$ cat config.mk
export PLATFORM = sky130hd
export DESIGN_NAME = tt_ranword
export DESIGN_NICKNAME = d
export VERILOG_FILES = /design/src/rtl/tt_ranword.sv
export SDC_FILE = /design/constraint.sdc
export NUM_CORES = 1
export LEC_CHECK = 0
export ABC_AREA = 1
export BUFFER_PORTS_ARGS = -buffer_cell sky130_fd_sc_hd__buf_2
export CORE_MARGIN = 8
export CORE_UTILIZATION = 55
export DETAILED_ROUTE_END_ITERATION = 7
export PLACE_DENSITY_LB_ADDON = 0.08
export SLEW_MARGIN = 20
export SYNTH_ARGS = -nofsm -noshare
export SYNTH_HDL_FRONTEND = slang
export SYNTH_SLANG_ARGS = --single-unit
$ cat constraint.sdc
create_clock -name clk -period 2.6 [get_ports clk]
set_input_delay 0.13 -clock clk [delete_from_list [all_inputs] [get_ports clk]]
set_output_delay 0.13 -clock clk [all_outputs]
set_load 0.02 [all_outputs]
$ cat src/rtl/tt_ranword.sv
// Random-word generator: synchronised entropy bit, Galois-LFSR whitening, word assembly,
// valid/ready hand-out and repetition-count health test. Define TT_RANWORD_VN_EN for von Neumann de-biasing.
module tt_ranword #(
    parameter int                WORD_W    = 4,
    parameter int                LFSR_W    = 16,
    parameter logic [LFSR_W-1:0] LFSR_TAPS = 16'hB400,
    parameter logic [LFSR_W-1:0] LFSR_SEED = 16'hACE1,
    parameter int                REP_LIMIT = 8
) (
    input  logic              clk,
    input  logic              rst,
    input  logic              ent_in,
    input  logic              start,
    input  logic              ready_i,
    input  logic              clr_fail,
    output logic [WORD_W-1:0] word_o,
    output logic              valid_o,
    output logic              busy_o,
    output logic              fail_o
);

    localparam int CNT_W = $clog2(WORD_W + 1);
    localparam int REP_W = $clog2(REP_LIMIT + 1);

    typedef enum logic [1:0] {IDLE, COLLECT, HOLD, FAIL} state_t;

    state_t            state, state_nxt;
    logic              ent_p0, s_p1, s_prev;
    logic [LFSR_W-1:0] lfsr;
    logic [REP_W-1:0]  rep, rep_nxt;
    logic [WORD_W-1:0] shreg, word_q;
    logic [CNT_W-1:0]  cnt;
    logic              b, take, acc_bit, last, trip;

    function automatic logic [REP_W-1:0] rep_sat_inc(input logic [REP_W-1:0] v);
        if (v >= REP_W'(REP_LIMIT))
            return REP_W'(REP_LIMIT);
        else
            return v + REP_W'(1);
    endfunction

    function automatic logic [LFSR_W-1:0] lfsr_step(input logic [LFSR_W-1:0] v);
        return (v >> 1) ^ (v[0] ? LFSR_TAPS : '0);
    endfunction

    assign b = s_p1 ^ lfsr[0];

`ifdef TT_RANWORD_VN_EN
    logic vn_phase, vn_b0;

    // Second bit of a pair decides: unequal pair yields its first bit, equal pair is dropped.
    assign take    = (state == COLLECT) && vn_phase && (vn_b0 != b);
    assign acc_bit = vn_b0;

    always_ff @(posedge clk or posedge rst) begin
        if (rst) begin
            vn_phase <= 1'b0;
            vn_b0    <= 1'b0;
        end else if (state == IDLE) begin
            vn_phase <= 1'b0;
        end else if (state == COLLECT) begin
            vn_phase <= ~vn_phase;
            if (!vn_phase)
                vn_b0 <= b;
        end
    end
`else
    assign take    = (state == COLLECT);
    assign acc_bit = b;
`endif

    assign last = take && (cnt == CNT_W'(WORD_W - 1));

    always_comb begin
        rep_nxt = rep;
        if (clr_fail)
            rep_nxt = REP_W'(1);
        else if (state == FAIL)
            rep_nxt = rep;
        else if (s_p1 != s_prev)
            rep_nxt = REP_W'(1);
        else
            rep_nxt = rep_sat_inc(rep);
    end

    // clr_fail outranks a trip detected on the same edge.
    assign trip = (state != FAIL) && !clr_fail && (rep_nxt == REP_W'(REP_LIMIT));

    always_comb begin
        state_nxt = state;
        case (state)
            IDLE:    if (start)    state_nxt = COLLECT;
            COLLECT: if (last)     state_nxt = HOLD;
            HOLD:    if (ready_i)  state_nxt = IDLE;
            FAIL:    if (clr_fail) state_nxt = IDLE;
            default:               state_nxt = IDLE;
        endcase
        if (trip)
            state_nxt = FAIL;
    end

    always_ff @(posedge clk or posedge rst) begin
        if (rst)
            state <= IDLE;
        else
            state <= state_nxt;
    end

    always_ff @(posedge clk or posedge rst) begin
        if (rst) begin
            ent_p0 <= 1'b0;
            s_p1   <= 1'b0;
            s_prev <= 1'b0;
            lfsr   <= LFSR_SEED;
            rep    <= REP_W'(1);
            shreg  <= '0;
            word_q <= '0;
            cnt    <= '0;
        end else begin
            ent_p0 <= ent_in;
            s_p1   <= ent_p0;
            s_prev <= s_p1;
            lfsr   <= lfsr_step(lfsr);
            rep    <= rep_nxt;
            if (state == IDLE) begin
                cnt <= '0;
            end else if (take) begin
                shreg <= {shreg[WORD_W-2:0], acc_bit};
                cnt   <= cnt + CNT_W'(1);
            end
            if (trip)
                word_q <= '0;
            else if (last)
                word_q <= {shreg[WORD_W-2:0], acc_bit};
        end
    end

    assign word_o  = word_q;
    assign valid_o = (state == HOLD);
    assign busy_o  = (state == COLLECT);
    assign fail_o  = (state == FAIL);

endmodule
==> metrics.cfg <==
[outcome]
outcome=completed

[synthesis]
syn_area_um2=1389
synth.area.top_cells=dfrtp_1, dfstp_2, nand2_1, inv_1, ha_1
ys_seq_elements=35
synthDistinctLibCells=22
yosysTopAreaCell=dfrtp_1
syn-num-nets=142
syn_inst=132
synth_top_area_share_pct=46.85
avgSynthCellArea_um2=10.52
ys_seq_area_share_pct=63.87
ys.warnings.count=0

[clocking]
clkLatencyLatePin_ps=330
cts-resized-gates=0
ctsHtreeMaxLevel=2
clk_pin_slew_worst_paths_ps=100
cts_buffers=5
cts_tree=built
ctsLongestPathBuffers=2
root_buffer=clkbuf_4
cts.sinks=35

[sta]
max_slew.worst_pin.slew_ps=419.3
setup_viol=0
post-route-period-util_pct=61.22
rsz0062_at_grt=false
post-route-min-period_ps=1592
max_freq_ghz=0.6282
hold_violations=0
finalMaxSlewViolations=0
relSlewSlack_pct=72.05
tns_ps=0
setup_slack_ps=1008
skew_ps=7.855

[layout]
fill_cells=209
diodes=0
syn2layout_area_growth_pct=13.33
multiInputGateArea_um2=411.6
mostFrequentLayoutCell=nand2_1
drive_gt1_share_pct=28.39
mostFrequentLayoutCells=nand2_1, dfrtp_1, inv_1, buf_2, dfstp_2
nets=164
register_area_um2=887.1

[die]
num_rows=18
fp.dieH_um=66.25
initial_core_util_pct=57.10
io_pins=13
core_region_area_um2=2432
die_w_um=66.25
die-area_um2=4389

[worst_setup_path]
startpoint_type=flop
cp.arrival_ps=1820
cp-end-kind=flop
r2r_start=rep[0]$_DFF_PP1_
r2r_cells=10
r2r-end=state[1]$_DFFE_PP0P_
cp.required_ps=2830
cp_max_fo=5
ff2ff_setup_slack_ps=1010
path_class=reg -> reg

[worst_hold_path]
hold_depth=4
hold_class=in -> reg
hp-start=clr_fail
hold_end=rep[2]$_DFF_PP0_

[global_routing]
grt_use_met1_pct=13.13
grt_util_all_layers_pct=11.72
grt_overflow_total=0
met2_usage_pct=18.34
grt_util_met3_pct=5.593
grt_pass1_wl_mm=3.850
grt_max_degree=36
grt-busiest-layer=met2
antenna_found_initial=0
grt_pass1_vias=843

[drt]
drc=0
vias=875
ant_nets=0
dr.pass1.iters=4
drt_iter0_drc=48
avgRoutedWirePerCell_um=11.68
routed_wirelength_mm=2.160
viasPerCell=4.730

[placement]
io_buffers=12
dp_slack_ps=1009
hpwl_mm=1.502
gp_congestion=0.7761

[flow_run]
maxCapViolCount=0

[power]
p_leak_nw=0.8724
powerDensity_nw_per_um2=919.3
power_mw=1.447
ir_drop_v=0.0006157

## layout make-up
cell class | count | share of cell area, %
clock inverters | 1 | 0.3180
repair buffers | 15 | 5.564
multi-input cells | 73 | 26.15
clock buffers | 7 | 3.498
well taps | 30 | 2.385
inverters | 24 | 5.723
flip-flops and latches | 35 | 56.36
## worst max-delay path, cell delays in order, from the launching register on
cell and delay, ps:
dfstp_2 550, inv_1 60, ha_1 270, nand2_1 40
nand3b_2 190, nand2_2 80, nor2_2 40, nand2_2 70
inv_2 60, nor2_1 80, nand2_1 50
## how the worst max path moves through the flow
stage	startpoint	slack (ps)	end	cells after the start
2_1_floorplan	rep[0]$_DFF_PP1_	1080	state[1]$_DFFE_PP0P_	11
4_1_cts	rep[0]$_DFF_PP1_	1000	state[1]$_DFFE_PP0P_	11
6_report	rep[0]$_DFF_PP1_	1010	state[1]$_DFFE_PP0P_	10
3_5_place_dp	rep[0]$_DFF_PP1_	1010	state[1]$_DFFE_PP0P_	11
3_3_place_gp	rep[0]$_DFF_PP1_	1030	state[1]$_DFFE_PP0P_	10
5_1_grt	rep[0]$_DFF_PP1_	880	state[1]$_DFFE_PP0P_	11
## cells in the mapped netlist (all sizes together)
master   number
nand2        34
dfrtp        26
inv          24
nor2         12
dfstp         9
o21ai         6
nand3         5
ha            4
xor2          4
a21oi         3
a22o          1
nand3b        1
o2111ai       1
o211ai        1
o22ai         1
## kinds of logic (layout without fill, tap and decap cells)
group	Yosys count	in the layout	share of synthesized area, %
AND/OR/NAND/NOR	52	52	17.93
flip-flops	35	35	63.87
buffers and inverters	24	47	6.487
AO/OA/AOI/OAI	13	13	5.585
adder cells (fa/ha/maj)	4	4	3.604
XOR/XNOR	4	4	2.522
## per-layer routing
layer | part of all wire (%) | up-vias
met5 | 0 | -
met4 | 0.56 | 0
met3 | 5.6 | 2
met2 | 48 | 11
met1 | 46 | 411
li1 | - | 451
## where the power goes
| part | total, mW | switching, mW | internal, mW | leakage [nW] |
|---|---|---|---|---|
| clock network | 0.300 | 0.169 | 0.131 | 0.0353 |
| registers | 0.712 | 0.0696 | 0.642 | 0.431 |
| logic | 0.435 | 0.275 | 0.160 | 0.406 |
| total | 1.45 | 0.514 | 0.933 | 0.872 |
## stage by stage
| stage | utilization [%] | area (um2) | hold WS (ps) | instances |
|---|---|---|---|---|
| after floorplan | - | 1389 | 161.4 | 132 |
| after global placement | 61.42 | 1494 | 235.2 | 175 |
| after detailed placement | 61.42 | 1494 | 239.4 | 175 |
| after CTS | 64.71 | 1574 | 49.30 | 185 |
| after global routing | 64.71 | 1574 | 56.39 | 185 |
| final | 64.71 | 1574 | 71.81 | 185 |
## state kept, by name, indices dropped and copies added (netlist names)
signal and flops:
lfsr 16, rep 4, word_o 4, cnt 3, shreg 3, state 2
ent_p0 1, s_p1 1, s_prev 1
## what timing repair did
action | CTS | global route
endpoints found under the hold margin | 27 | 0
setup buffers | 0 | 0
setup endpoints to repair | 0 | 0
hold buffers | 2 | 0
(Power assumes the default switching activity.)
